--- src/rtl/uart_alu_pkg.sv ---
// uart_alu_pkg: opcodes, error codes, FSM states and flag bit positions shared by the UART ALU bridge
package uart_alu_pkg;
  localparam logic [2:0] OP_ADD = 3'd0;
  localparam logic [2:0] OP_ADC = 3'd1;
  localparam logic [2:0] OP_SUB = 3'd2;
  localparam logic [2:0] OP_SBC = 3'd3;
  localparam logic [2:0] OP_AND = 3'd4;
  localparam logic [2:0] OP_XOR = 3'd5;
  localparam logic [2:0] OP_OR  = 3'd6;
  localparam logic [2:0] OP_CP  = 3'd7;
  localparam logic [7:0] ERR_BAD_OP  = 8'hEE;
  localparam logic [7:0] ERR_TIMEOUT = 8'hE1;
  localparam int FLAG_S  = 7;
  localparam int FLAG_Z  = 6;
  localparam int FLAG_H  = 4;
  localparam int FLAG_PV = 2;
  localparam int FLAG_N  = 1;
  localparam int FLAG_C  = 0;
  typedef enum logic [2:0] {IDLE, GET_A, GET_B, EXEC, SEND, SEND_WAIT} state_t;
endpackage

--- src/rtl/uart_alu_bridge_z80_alu_w.sv ---
// z80_alu_w: combinational WIDTH-bit Z80-style ALU producing result and flag byte
module z80_alu_w
  import uart_alu_pkg::*;
#(
  parameter int WIDTH = 8
) (
  input  logic [WIDTH-1:0] a,
  input  logic [WIDTH-1:0] b,
  input  logic [2:0]       op,
  input  logic             cin,
  output logic [WIDTH-1:0] result,
  output logic [7:0]       flags
);
  logic arith, sub, ci, ovf;
  logic [WIDTH:0] full;
  logic [4:0] half;
  logic [WIDTH-1:0] r;
  // Evaluate the op one bit wider than the operands so carry/borrow falls out of the top bit
  always_comb begin
    sub = op == OP_SUB || op == OP_SBC || op == OP_CP;
    arith = !op[2] || op == OP_CP;
    ci = (op == OP_ADC || op == OP_SBC) && cin;
    full = sub ? {1'b0, a} - {1'b0, b} - (WIDTH+1)'(ci) : {1'b0, a} + {1'b0, b} + (WIDTH+1)'(ci);
    half = sub ? {1'b0, a[3:0]} - {1'b0, b[3:0]} - 5'(ci) : {1'b0, a[3:0]} + {1'b0, b[3:0]} + 5'(ci);
    r = arith ? full[WIDTH-1:0] : op == OP_AND ? a & b : op == OP_XOR ? a ^ b : a | b;
    ovf = arith ? ((sub ? a[WIDTH-1] != b[WIDTH-1] : a[WIDTH-1] == b[WIDTH-1]) && r[WIDTH-1] != a[WIDTH-1]) : ~^r[7:0];
    result = op == OP_CP ? a : r;
    flags = '0;
    flags[FLAG_S] = r[WIDTH-1];
    flags[FLAG_Z] = r == '0;
    flags[FLAG_H] = arith ? half[4] : op == OP_AND;
    flags[FLAG_PV] = ovf;
    flags[FLAG_N] = sub;
    flags[FLAG_C] = arith && full[WIDTH];
  end
endmodule

--- src/rtl/uart_alu_bridge.sv ---
// uart_alu_bridge: UART command/response front end for a Z80-style ALU; UART_ALU_BRIDGE_CHECKSUM_EN appends an XOR checksum byte
module uart_alu_bridge
  import uart_alu_pkg::*;
#(
  parameter int WIDTH          = 8,
  parameter int TIMEOUT_CYCLES = 120000,
  parameter int BLINK_CYCLES   = 1000000
) (
  input  logic       clk,
  input  logic       rst,
  input  logic [7:0] rx_data,
  input  logic       rx_valid,
  output logic [7:0] tx_data,
  output logic       tx_start,
  input  logic       tx_busy,
  output logic       led,
  output logic [7:0] overrun_cnt
);
  localparam int NB = WIDTH / 8;
  localparam int TW = $clog2(TIMEOUT_CYCLES + 1);
  localparam int BW = $clog2(BLINK_CYCLES + 1);
`ifdef UART_ALU_BRIDGE_CHECKSUM_EN
  localparam int CK = 1;
  logic [7:0] csum_q, csum_d;
`else
  localparam int CK = 0;
`endif
  state_t state_q, state_d;
  logic [2:0] cnt_q, cnt_d, last_idx;
  logic [3:0] op_q, op_d;
  logic [7:0] flags_q, flags_d, tx_data_q, tx_data_d, ovr_q, ovr_d, byte_sel, alu_flags;
  logic [WIDTH-1:0] a_q, a_d, b_q, b_d, res_q, res_d, alu_res;
  logic err_q, err_d, first_q, first_d, led_q, led_d;
  logic [TW-1:0] tmo_q, tmo_d;
  logic [BW-1:0] blink_q, blink_d;

  z80_alu_w #(.WIDTH(WIDTH)) u_alu (
    .a(a_q), .b(b_q), .op(op_q[2:0]), .cin(op_q[3]), .result(alu_res), .flags(alu_flags)
  );

  // Pick the response byte at cnt_q: result bytes, then flags (or the lone error code), then checksum
  always_comb begin
    last_idx = 3'(err_q ? CK : NB + CK);
    byte_sel = err_q || cnt_q >= 3'(NB) ? flags_q : 8'(res_q >> {cnt_q, 3'b0});
`ifdef UART_ALU_BRIDGE_CHECKSUM_EN
    if (cnt_q == last_idx) byte_sel = csum_q;
`endif
  end

  // Frame receive, execute and response sequencing
  always_comb begin
    state_d = state_q;
    cnt_d = cnt_q;
    op_d = op_q;
    a_d = a_q;
    b_d = b_q;
    res_d = res_q;
    flags_d = flags_q;
    err_d = err_q;
    first_d = 1'b0;
    tmo_d = tmo_q;
    tx_data_d = tx_data_q;
    tx_start = 1'b0;
    blink_d = blink_q == '0 ? '0 : blink_q - 1'b1;
    ovr_d = rx_valid && (state_q == EXEC || state_q == SEND || state_q == SEND_WAIT) && ovr_q != 8'hFF ? ovr_q + 1'b1 : ovr_q;
`ifdef UART_ALU_BRIDGE_CHECKSUM_EN
    csum_d = csum_q;
`endif
    case (state_q)
      IDLE: if (rx_valid) begin
        op_d = rx_data[3:0];
        cnt_d = '0;
        tmo_d = '0;
        a_d = '0;
        b_d = '0;
        err_d = rx_data[7:4] != 4'h0;
        flags_d = ERR_BAD_OP;
        state_d = err_d ? SEND : GET_A;
`ifdef UART_ALU_BRIDGE_CHECKSUM_EN
        csum_d = rx_data;
`endif
      end
      GET_A, GET_B: if (rx_valid) begin
        tmo_d = '0;
        if (state_q == GET_A) a_d = a_q | (WIDTH'(rx_data) << {cnt_q, 3'b0});
        else b_d = b_q | (WIDTH'(rx_data) << {cnt_q, 3'b0});
        cnt_d = cnt_q == 3'(NB - 1) ? '0 : cnt_q + 1'b1;
        if (cnt_q == 3'(NB - 1)) state_d = state_q == GET_A ? GET_B : EXEC;
      end else if (tmo_q == TW'(TIMEOUT_CYCLES)) begin
        err_d = 1'b1;
        flags_d = ERR_TIMEOUT;
        cnt_d = '0;
        state_d = SEND;
      end else tmo_d = tmo_q + 1'b1;
      EXEC: begin
        res_d = alu_res;
        flags_d = alu_flags;
        cnt_d = '0;
        blink_d = BW'(BLINK_CYCLES);
        state_d = SEND;
      end
      SEND: if (!tx_busy) begin
        tx_start = 1'b1;
        tx_data_d = byte_sel;
        first_d = 1'b1;
        state_d = SEND_WAIT;
`ifdef UART_ALU_BRIDGE_CHECKSUM_EN
        csum_d = csum_q ^ byte_sel;
`endif
      end
      SEND_WAIT: if (!first_q && !tx_busy) begin
        state_d = cnt_q == last_idx ? IDLE : SEND;
        cnt_d = cnt_q + 1'b1;
      end
      default: state_d = IDLE;
    endcase
    led_d = blink_d != '0;
  end

  // State and datapath registers, cleared asynchronously
  always_ff @(posedge clk or posedge rst) begin
    if (rst) begin
      state_q <= IDLE;
      cnt_q <= '0;
      op_q <= '0;
      a_q <= '0;
      b_q <= '0;
      res_q <= '0;
      flags_q <= '0;
      err_q <= 1'b0;
      first_q <= 1'b0;
      tmo_q <= '0;
      tx_data_q <= '0;
      ovr_q <= '0;
      blink_q <= '0;
      led_q <= 1'b0;
`ifdef UART_ALU_BRIDGE_CHECKSUM_EN
      csum_q <= '0;
`endif
    end else begin
      state_q <= state_d;
      cnt_q <= cnt_d;
      op_q <= op_d;
      a_q <= a_d;
      b_q <= b_d;
      res_q <= res_d;
      flags_q <= flags_d;
      err_q <= err_d;
      first_q <= first_d;
      tmo_q <= tmo_d;
      tx_data_q <= tx_data_d;
      ovr_q <= ovr_d;
      blink_q <= blink_d;
      led_q <= led_d;
`ifdef UART_ALU_BRIDGE_CHECKSUM_EN
      csum_q <= csum_d;
`endif
    end
  end

  assign tx_data = tx_data_d;
  assign led = led_q;
  assign overrun_cnt = ovr_q;
endmodule

--- config.mk ---
export PLATFORM = sky130hd
export DESIGN_NAME = uart_alu_bridge
export DESIGN_NICKNAME = d
export VERILOG_FILES = /design/src/rtl/uart_alu_pkg.sv /design/src/rtl/uart_alu_bridge_z80_alu_w.sv /design/src/rtl/uart_alu_bridge.sv
export SDC_FILE = /design/constraint.sdc
export NUM_CORES = 1
export LEC_CHECK = 0
export BUFFER_PORTS_ARGS = -buffer_cell sky130_fd_sc_hd__buf_2
export CORE_ASPECT_RATIO = 0.8
export CORE_MARGIN = 2
export CORE_UTILIZATION = 50
export CTS_CLUSTER_DIAMETER = 80
export DETAILED_ROUTE_END_ITERATION = 12
export PLACE_DENSITY = 0.66
export SLEW_MARGIN = 0
export SYNTH_ARGS = -nofsm -noshare
export SYNTH_HDL_FRONTEND = slang
export SYNTH_SLANG_ARGS = --single-unit
--- constraint.sdc ---
create_clock -name clk -period 7.9 [get_ports clk]
set_input_delay 1.58 -clock clk [delete_from_list [all_inputs] [get_ports clk]]
set_output_delay 1.58 -clock clk [all_outputs]
set_load 0.05 [all_outputs]
Yosys cells after proc, flatten, opt, wreduce, memory -nomap -nowiden
Index checks and enable logic that the tools add are counted.
- bits in read-only memories: 0
- register bits after elaboration: 98
- bits of input ports: 12
- memories: 0
- bits in writable memories: 0
- latch bits: 0
- output and inout port bits: 18
- equality and inequality tests: 28
- multipliers: 0
- shift-type cells: 2
- div/mod/pow operators: 0
- order comparisons: 1
- reductions and logical operators: 35
- $add $sub $neg: 12
- bitwise logic cells: 5
- multiplexer cells: 52
- operators with widths (kind ; count):
    $mux 8 ; 15
    $mux 17 ; 3
    $mux 20 ; 2
    $mux 3 ; 13
    $pmux 17 s2 ; 1
    $pmux 8 s2 ; 2
    $or 8x8->8 ; 3
    $pmux 8 s3 ; 1
    $logic_not 20->1 ; 1
    $reduce_and 4->1 ; 5
    $reduce_bool 20->1 ; 1
    $sub 20x1->20 const B ; 1
    $add 17x1->17 const B ; 1
    $eq 17x17->1 const B ; 1
    $eq 3x3->1 const B ; 5
    $pmux 3 s5 ; 1
    $ne 2x2->1 const B ; 7
    $eq 3x2->1 const B ; 4
    $pmux 3 s4 ; 1
    $mux 1 ; 10
    $add 8x8->9 ; 1
    $add 9x1->9 ; 1
    $mux 9 ; 1
    $ne 3x3->1 const B ; 3
    other kinds (34) ; 51

Logic depth before layout (Yosys ltp)
Gate-level depths: netlist (run 1).
- word-level depth: 10
- mapped depth: 19
- gate-level depth less buffers: 17

Modules after synthesis
A second synthesis (run 1) with hierarchy kept.
- cells, all modules: 729
- area, all modules: 6418.7 µm²
- by module, submodules not included (module ; times used ; seq. area each (µm²) ; cells each ; area each (µm²)):
    uart_alu_bridge ; 1 ; 2452.4 ; 510 ; 4850.9
    z80_alu_w ; 1 ; 0.0 ; 219 ; 1567.8

Least setup slack after synthesis (run 1)
No wires, ideal clock.
- kind: input -> output
- from: input tx_busy
- to: output tx_data[6]
- arrival time: 3.667 ns
- cell stages on the path: 4
- setup slack: 2.653 ns
- cells stage by stage: nor3_1 clkbuf_1 nor2_1 a21oi_1
- word-level cells in the longest chain between the ends: 2
- ends and longest elaborated chain (what ; line ; text):
    from (decl) ; uart_alu_bridge.sv:15 ; input logic tx_busy,
    $mux 8 ; uart_alu_bridge.sv:102 ; SEND: if (!tx_busy) begin
    $mux 8 ; uart_alu_bridge.sv:69 ; case (state_q)
    to (decl) ; uart_alu_bridge.sv:13 ; output logic [7:0] tx_data,
No other way between the ends.

Final worst setup path (run 1)
- from: input tx_busy
- to: output tx_data[4]
Same word-level chain as after synthesis.

==> results of run 1 <==
==> power by group through the flow <==
stage | clock (mW) | sequential [mW] | combinational [mW]
4_1_cts | 0.465 | 0.903 | 1.84
3_3_place_gp | 0 | 0.902 | 1.77
2_1_floorplan | 0 | 0.857 | 1.45
6_report | 0.456 | 0.907 | 1.85
5_1_grt | 0.481 | 0.939 | 2.06
3_5_place_dp | 0 | 0.911 | 1.83
==> cell usage after synthesis, types with 4 or more instances <==
library cell	number
and2_1	5
ha_1	42
nor2b_1	11
mux2i_1	14
o21a_1	5
buf_2	4
inv_1	38
xor2_1	16
o22ai_1	5
nor3_1	17
or2_2	6
nand4_1	9
nand2_1	51
or3_1	8
dfrtp_1	98
a211oi_1	6
a31oi_1	4
o21ai_1	15
a21oi_1	52
nand2b_1	11
xnor2_1	27
clkbuf_1	19
mux2_2	7
nor2_1	97
o211ai_1	4
fa_1	4
nand3_1	13
a21o_1	5
o21ai_0	33
o31ai_1	7
==> registers in the layout (all words and copies together) (netlist names), 3 cells and up <==
name         cells
blink_q         20
tmo_q           17
a_q              8
b_q              8
flags_q          8
overrun_cnt      8
res_q            8
tx_data_q        8
op_q             4
cnt_q            3
state_q          3
==> placed cells by master, fill, tap and decap left out, types with 4 or more instances in the layout <==
master     count
a211oi_1       6
a21o_1         5
a21oi_1       52
a31oi_1        4
and2_1         5
buf_2         29
buf_4          4
clkbuf_16      9
dfrtp_1       98
fa_1           4
ha_1          42
inv_1         37
mux2_2         7
mux2i_1       14
nand2_1       51
nand2b_1      11
nand3_1       13
nand4_1        9
nor2_1        97
nor2b_1       11
nor3_1        16
o211ai_1       4
o21a_1         5
o21ai_0       33
o21ai_1       15
o22ai_1        5
o31ai_1        7
or2_2          6
or3_1          8
xnor2_1       27
xor2_1        16
==> cell families after synthesis <==
kind of cell    Yosys count
fa+ha+maj                46
compound gates          160
flops                    98
simple gates            256
mux                      21
xor+xnor                 43
buf+inv                  63
==> layer usage <==
| layer | track usage | vias up | part of all wire |
|---|---|---|---|
| li1 | - | 2428 | - |
| met1 | 0.3345 | 2416 | 0.50 |
| met2 | 0.3538 | 118 | 0.43 |
| met3 | 0.04670 | 17 | 0.053 |
| met4 | 0.07692 | 0 | 0.015 |
| met5 | 0 | - | 0 |
==> worst paths after layout <==
path,from,to,slack (ns),depth (start not counted)
worst min register to register,res_q[1]$_DFFE_PP0P_,res_q[1]$_DFFE_PP0P_,0.48,2
worst max-delay path,tx_busy,tx_data[4],3.30,5
worst min-delay path,res_q[1]$_DFFE_PP0P_,res_q[1]$_DFFE_PP0P_,0.48,2
min in group asynchronous,rst,tmo_q[11]$_DFFE_PP0P_,1.27,2
max in group asynchronous,rst,blink_q[0]$_DFF_PP0_,5.55,3
worst max register to register,op_q[2]$_DFFE_PP0P_,flags_q[2]$_DFFE_PP0P_,3.77,15
==> worst max-delay path, stage by stage <==
cell and delay [ns]:
buf_2 0.12, nor3_2 0.72, nor2_1 0.10, a21oi_1 0.19, buf_2 0.29
==> layout make-up <==
class / instances / area share
multi-input combinational: 526 / 0.5139
sequential: 98 / 0.3651
clock buffer: 11 / 0.03613
tap: 152 / 0.02831
timing repair buffer: 33 / 0.02608
inverter: 38 / 0.02161
clock inverter: 5 / 0.008940
==> through the flow <==
step / hold WS (ns) / setup slack (ns) / std cells / instance area (um^2) / utilization
2_1_floorplan: 0.4380 / 2.653 / 687 / 6145 / -
3_3_place_gp: 0.4547 / 3.435 / 847 / 6415 / 0.5314
3_5_place_dp: 0.4649 / 3.266 / 847 / 6415 / 0.5314
4_1_cts: 0.4803 / 3.267 / 863 / 6718 / 0.5565
5_1_grt: 0.5062 / 3.083 / 863 / 6718 / 0.5565
6_report: 0.4760 / 3.301 / 863 / 6718 / 0.5565
==> flow_metrics.tcl, run 1 <==
set metrics [dict create \
    grt_pass1_wl_um 23880 \
    drive_above_1_share 0.1027 \
    cp_max_fo 18 \
    drv_cap 0 \
    yosys_warnings 0 \
    cts_tree "built" \
    synth_ff_type "dfrtp_1" \
    clock_latency_ns 0.36 \
    period_share 0.5821 \
    hp-class "reg -> reg" \
    initial_core_util 0.5090 \
    worstPathArrival_ns 3.02 \
    synth-compound-area-share 0.1600 \
    synth_mux_area_frac 0.03563 \
    areaGrowthSynthToFinish_pct 9.326 \
    fp-row-count 36 \
    worstPathRequired_ns 6.32 \
    power_density_mw_per_mm2 477.6 \
    end_kind "primary output" \
    ant_nets 0 \
    synth_area_mm2 0.006145 \
    async_flop_share 1.000 \
    tns_ns 0 \
    p_int_mw 1.678 \
    ys_top_cells_by_area "dfrtp_1 (40%), ha_1 (8.6%), nor2_1 (5.9%), a21oi_1 (4.2%), xnor2_1 (3.8%)" \
    die_w_um 127.9 \
    ctsHtreeMaxLevel 3 \
    io_pins 30 \
    power_frac_seq 0.283 \
    slew_viol_final 0 \
    synth_edf_count 0 \
    finalHoldViolCount 0 \
    p_sw_mw 1.530 \
    cts_root_buf "clkbuf_16" \
    setup_viol 0 \
    clk_pin_slew_worst_paths_ns 0.07 \
    syn_area_per_cell_um2 8.944 \
    ys_seq_area_frac 0.3991 \
    track_usage 0.2323 \
    fin_skew_ns 0.01037 \
    core_mm2 0.01207 \
    synth_cell_types 64 \
    numCtsBuffers 9 \
    worstMarginPinSlew_ns 1.060 \
    grt_pass1_vias 4747 \
    antenna_found_initial 0 \
    fmaxAchievable_mhz 217.5 \
    vdd_ir_drop_max_mv 0.2294 \
    first_pass_iters 6 \
    grt.overflow.total 0 \
    drc_errors 0 \
    sw_frac_of_total 0.4769 \
    cts.sinks 98 \
    dp_hpwl_um 10630 \
    wl_per_cell_um 16.60 \
    fin_crit_ns 4.599 \
    yosys.area_share.simple 0.2055 \
    synth.net_count 745 \
    synth_area_leader_cell "dfrtp_1" \
    synth_top_area_frac 0.3991 \
    dieArea_mm2 0.01320 \
    rsz0062_at_grt "no" \
    nFillCells 1099 \
    slew-limit-headroom 0.2936 \
    yosys.area_share.xor_xnor 0.06129 \
    combPwrFrac 0.575 \
    die_y_um 103.2 \
    synth_top_family_by_area "simple AND/OR/NAND/NOR gates" \
    grt_start_max_net_pins 53 \
    clk_path_buf_depth 2 \
    hold_buffers 0 \
    multi_input_area_mm2 0.003452 \
    seq_area_mm2 0.002452 \
    postCtsSetupRepairBufs 0 \
    cp-start-kind "input pin" \
    total_power_mw 3.208 \
    path_class "in -> out" \
    syn_inst 687 \
    routed-via-count 4979 \
    antenna_cells 0 \
    cellLeakagePower_nw 2.999 \
    synthAdderAreaFrac 0.09855 \
    ctsResizeCount 0 \
    vias_per_cell 5.769 \
    io_buffers 29 \
    clkPwrFrac 0.142 \
    wl_um 14330 \
    nets 764 \
    status "complete, no violations" \
    place_congestion 0.9578 \
    ys_seq_elements 98 \
    drtIter0Drc 421 \
]
Power figures use the tool's default switching activity.
==> inputs of run 2 (changes only) <==
Settings changed: PLACE_DENSITY 0.66 to 0.69.
Clock period 7.9 ns to 4.2 ns, I/O delays scaled along.
==> run 2 against run 1 <==
Sequential share of layout area decreased by 0.13 points. Final cell count increased by 0.58%. Clock skew decreased by 0.0021 ns. Die area unchanged. Core utilization increased by 0.20 points. Clock power increased by 76%. Hold slack got worse by 0.012 ns. Setup slack got worse by 2.7 ns. First-iteration DRC count decreased by 7.4%. Critical endpoint is now flags_q[2]$_DFFE_PP0P_.
==> flow_metrics.tcl, run 2 (synthesis gave the netlist of run 1 again) <==
set metrics [dict create \
    ctsResizeCount 0 \
    postCtsSetupRepairBufs 0 \
    die_w_um 127.9 \
    regMostFlops "blink_q" \
    grt_pass1_wl_um 23740 \
    drc_errors 0 \
    first_pass_iters 5 \
    timing.rr.end "flags_q[2]$_DFFE_PP0P_" \
    clock_latency_ns 0.35 \
    worstPathRequired_ns 4.47 \
    cp-start-kind "flip-flop" \
    slowest_stage "fa_1" \
    maxUsedRoutingLayer "met4" \
    reg2regPathDepth 16 \
    die_y_um 103.2 \
    drtIter0Drc 390 \
    cpMostUsedCell "xnor2_1" \
    cp_max_fo 2 \
    routed-via-count 4938 \
    fin_skew_ns 0.008232 \
    setup_slack_ns 0.5759 \
    r2r_start "op_q[2]$_DFFE_PP0P_" \
    nets 769 \
    finalHoldViolCount 0 \
    postLayoutCellArea_mm2 0.006741 \
    dp_hpwl_um 10530 \
    dpl-instance-area_mm2 0.006452 \
    power_density_mw_per_mm2 890.0 \
    final_common_cell "dfrtp_1" \
    mostFrequentLayoutCells "dfrtp_1 (98), nor2_1 (97), a21oi_1 (52)" \
    vdd_ir_drop_max_mv 0.4846 \
    path_class "reg -> reg" \
    reg_top3 "blink_q (20), tmo_q (17)" \
    largest_reg_flops 20 \
    slew_viol_final 0 \
    clk_path_buf_depth 2 \
    numCtsBuffers 9 \
    wl_met2_um 6047 \
    initial_core_util 0.5090 \
    slew-limit-headroom 0.2896 \
    grt_pass1_vias 4607 \
    worstPathArrival_ns 3.90 \
    cts.sinks 98 \
    worstMarginPinSlew_ns 1.066 \
    pre_cts_ws_ns 0.6054 \
    track_usage 0.2287 \
    wl_met3_um 604 \
    io_pins 30 \
    wl_um 14050 \
    io_buffers 29 \
    hold_buffers 0 \
    rsz0062_at_grt "no" \
    fin_crit_ns 3.624 \
    max_stage_delay_ns 0.54 \
    cellLeakagePower_nw 3.023 \
    core_mm2 0.01207 \
    tns_ns 0 \
    r2r_setup_slack_ns 0.58 \
    dieArea_mm2 0.01320 \
    fmaxAchievable_mhz 275.9 \
    path_cells "nand3b_1 > fa_1 > inv_1 > ha_1 > o21ai_0 > a21boi_1 > or2_2 > a21oi_1 > xnor2_1 > a222oi_1 > ha_1 > xnor2_1 > xnor2_1 > o21ai_0 > nor2_1 > a31oi_1" \
    cts_tree "built" \
    setup_viol 0 \
    cts_root_buf "clkbuf_16" \
    drive_above_1_share 0.1103 \
    place_congestion 0.9159 \
    period_share 0.8629 \
    hold_ws_ns 0.4639 \
    clk_pin_slew_worst_paths_ns 0.07 \
    antenna_found_initial 0 \
    grt_start_max_net_pins 46 \
    vias_per_cell 5.689 \
    grt.overflow.total 0 \
    hp-class "in -> async" \
    ctsHtreeMaxLevel 3 \
    drv_cap 0 \
    antenna_cells 0 \
    end_kind "flip-flop" \
    areaGrowthSynthToFinish_pct 9.713 \
    wl_per_cell_um 16.19 \
    ant_nets 0 \
    wl_met1_um 7212 \
    status "complete, no violations" \
    fp-row-count 36 \
]
## run 2: layout make-up
type	instances	area [um^2]
tap	152	190.2
clock buffer	11	252.7
sequential	98	2452
inverter	38	145.1
multi-input combinational	526	3452
clock inverter	5	36.28
fill	1119	5330
timing repair buffer	38	212.7
## run 2: through the flow
stage          power [mW]  cells  utilization
3_3_place_gp        5.103    852       0.5345
2_1_floorplan       4.336    687            -
6_report            6.000    868       0.5585
3_5_place_dp        5.163    852       0.5345
5_1_grt             6.492    868       0.5585
4_1_cts             5.993    868       0.5585
## run 2: worst max-delay path by stage
stage	start	end	slack (ns)
2_1_floorplan	tx_busy	tx_data[6]	0.43
4_1_cts	op_q[2]$_DFFE_PP0P_	flags_q[2]$_DFFE_PP0P_	0.59
3_5_place_dp	op_q[2]$_DFFE_PP0P_	flags_q[2]$_DFFE_PP0P_	0.61
3_3_place_gp	op_q[2]$_DFFE_PP0P_	flags_q[2]$_DFFE_PP0P_	0.71
6_report	op_q[2]$_DFFE_PP0P_	flags_q[2]$_DFFE_PP0P_	0.58
5_1_grt	a_q[0]$_DFFE_PP0P_	flags_q[2]$_DFFE_PP0P_	0.25
## run 2: worst max-delay path, delay by kind of cell, from the launching register on
kind	cells	cell delay [ns]
compound gates	6	1.18
xor+xnor	3	0.37
fa+ha+maj	3	1.01
buf+inv	1	0.07
flops	1	0.38
simple gates	3	0.56
## run 2: power by group
group / total, mW / leakage, nW / internal (mW) / switching, mW
Sequential: 1.66 / 1.22 / 1.28 / 0.378
Combinational: 3.54 / 1.66 / 1.44 / 2.10
Clock: 0.804 / 0.146 / 0.436 / 0.367
Total: 6.00 / 3.02 / 3.15 / 2.85
## run 2: layer usage
metal  track usage  up-vias
met3       0.04100       15
met4       0.05833        0
met5             0        -
li1              -     2441
met1        0.3436     2360
met2        0.3422      122
==> inputs of run 3 (changes only) <==
Settings changed: PLACE_DENSITY 0.69 to 0.66.
Clock period 4.2 ns to 3.85 ns, I/O delays scaled along.
==> run 3 against run 2 <==
Sequential power rose by 8%. Clock-buffer cell count shrank 1. Largest power group unchanged. Fmax grew 1.2%. Clock power rose by 16%. Global-route usage increased by 0.76 points. Register-to-register slack worse by 0.31 ns. Routed wire length up 3.0%. Total power grew 10%. First-iteration DRC count fell by 15%. Final cell count increased by 0.12%. Core utilization grew 0.17 points.
==> flow_metrics.tcl, run 3 (synthesis gave the netlist of run 1 again) <==
set metrics [dict create \
    nFillCells 1099 \
    worstPathRequired_ns 4.13 \
    end_kind "flip-flop" \
    tns_ns 0 \
    track_usage 0.2363 \
    worstPathArrival_ns 3.86 \
    vias_per_cell 5.692 \
    wl_um 14470 \
    core_mm2 0.01207 \
    grt.overflow.total 0 \
    fin_skew_ns 0.01092 \
    antenna_found_initial 0 \
    rsz0062_at_grt "no" \
    final_common_cell "dfrtp_1" \
    setup_slack_ns 0.2694 \
    cts_tree "built" \
    grt_pass1_vias 4751 \
    setup_viol 0 \
    cts.sinks 98 \
    io_buffers 29 \
    io_pins 30 \
    initial_core_util 0.5090 \
    reg_top3 "blink_q (20), tmo_q (17)" \
    wl_per_cell_um 16.65 \
    numCtsBuffers 9 \
    largest_reg_flops 20 \
    path_class "reg -> reg" \
    pre_cts_ws_ns 0.2803 \
    drtIter0Drc 333 \
    drive_above_1_share 0.1102 \
    regMostFlops "blink_q" \
    dp_hpwl_um 10560 \
    worstMarginPinSlew_ns 1.072 \
    vdd_ir_drop_max_mv 0.4287 \
    clk_pin_slew_worst_paths_ns 0.07 \
    routed-via-count 4946 \
    nets 770 \
    areaGrowthSynthToFinish_pct 10.04 \
    power_density_mw_per_mm2 979.8 \
    antenna_cells 0 \
    status "complete, no violations" \
    die_y_um 103.2 \
    period_share 0.9300 \
    dieArea_mm2 0.01320 \
    place_congestion 0.9195 \
    ant_nets 0 \
    fp-row-count 36 \
    clock_latency_ns 0.36 \
    hp-class "reg -> reg" \
    slew_viol_final 0 \
    fin_crit_ns 3.581 \
    first_pass_iters 6 \
    grt_start_max_net_pins 81 \
    cts_root_buf "clkbuf_16" \
    mostFrequentLayoutCells "dfrtp_1 (98), nor2_1 (97), a21oi_1 (52)" \
    drc_errors 0 \
    cp_max_fo 3 \
    cellLeakagePower_nw 3.031 \
    finalHoldViolCount 0 \
    fmaxAchievable_mhz 279.3 \
    slew-limit-headroom 0.2855 \
    drv_cap 0 \
    ctsHtreeMaxLevel 3 \
    die_w_um 127.9 \
    cp-start-kind "flip-flop" \
    clk_path_buf_depth 2 \
    grt_pass1_wl_um 24260 \
]
## run 3: cell types whose count changed in the layout (fill, tap and decap cells not counted), sizes merged
cell | before | now
inv | 39 | 41
buf | 38 | 39
bufinv | 0 | 1
clkbuf | 11 | 10
clkinv | 4 | 2
## run 3: repair_timing
action / CTS / global route
hold buffers: 0 / 0
buffers inserted: 0 / 0
gates resized for setup: 0 / 1
setup endpoints to repair: 0 / 1
## run 3: final timing paths
| kind | from | endpoint | slack, ns | depth (start not counted) |
|---|---|---|---|---|
| setup / recovery | op_q[2]$_DFFE_PP0P_ | flags_q[2]$_DFFE_PP0P_ | 0.27 | 17 |
| hold / removal | blink_q[0]$_DFF_PP0_ | blink_q[0]$_DFF_PP0_ | 0.49 | 1 |
| setup reg to reg | op_q[2]$_DFFE_PP0P_ | flags_q[2]$_DFFE_PP0P_ | 0.27 | 17 |
| hold reg to reg | blink_q[0]$_DFF_PP0_ | blink_q[0]$_DFF_PP0_ | 0.49 | 1 |
| max in group asynchronous | rst | op_q[3]$_DFFE_PP0P_ | 2.49 | 3 |
| min in group asynchronous | rst | tmo_q[9]$_DFFE_PP0P_ | 0.62 | 2 |
## run 3: critical path: stages, from the launching register on
cell,delay (ns)
dfrtp_1,0.37
nand3b_1,0.21
inv_1,0.10
fa_1,0.17
inv_1,0.07
fa_1,0.39
o21a_1,0.23
o21a_1,0.19
o21ai_1,0.17
nand2b_1,0.09
xor2_1,0.14
a221oi_1,0.43
ha_1,0.32
xnor2_1,0.20
xnor2_1,0.09
o21ai_0,0.14
nor2_1,0.05
a31oi_1,0.15
## run 3: layout make-up
cell class | count | area [um^2] | share of cell area
clock buffer | 10 | 229.0 | 0.03386
clock inverter | 6 | 72.57 | 0.01073
inverter | 38 | 145.1 | 0.02147
multi-input combinational | 526 | 3452 | 0.5105
sequential | 98 | 2452 | 0.3627
tap | 152 | 190.2 | 0.02813
timing repair buffer | 39 | 220.2 | 0.03257
## run 3: routing by layer
| metal | vias to the layer above | wire (um) | global-route usage |
|---|---|---|---|
| li1 | 2438 | - | - |
| met1 | 2394 | 7408 | 0.3551 |
| met2 | 102 | 6208 | 0.3443 |
| met3 | 12 | 708 | 0.05501 |
| met4 | 0 | 140 | 0.06002 |
| met5 | - | 0 | 0 |
## run 3: report_power, final
| part | internal (mW) | switching [mW] |
|---|---|---|
| registers | 1.40 | 0.395 |
| logic | 1.58 | 2.33 |
| clock network | 0.513 | 0.418 |
| total | 3.49 | 3.14 |
## run 3: through the flow
stage	hold slack, ns	power (mW)	util	instances	instance area [um^2]
after global routing	0.5174	7.207	0.5601	869	6761
after CTS	0.4902	6.616	0.5601	869	6761
after global placement	0.4603	5.565	0.5351	853	6460
after floorplan	0.4380	4.730	-	687	6145
final	0.4864	6.625	0.5601	869	6761
after detailed placement	0.4748	5.648	0.5351	853	6460
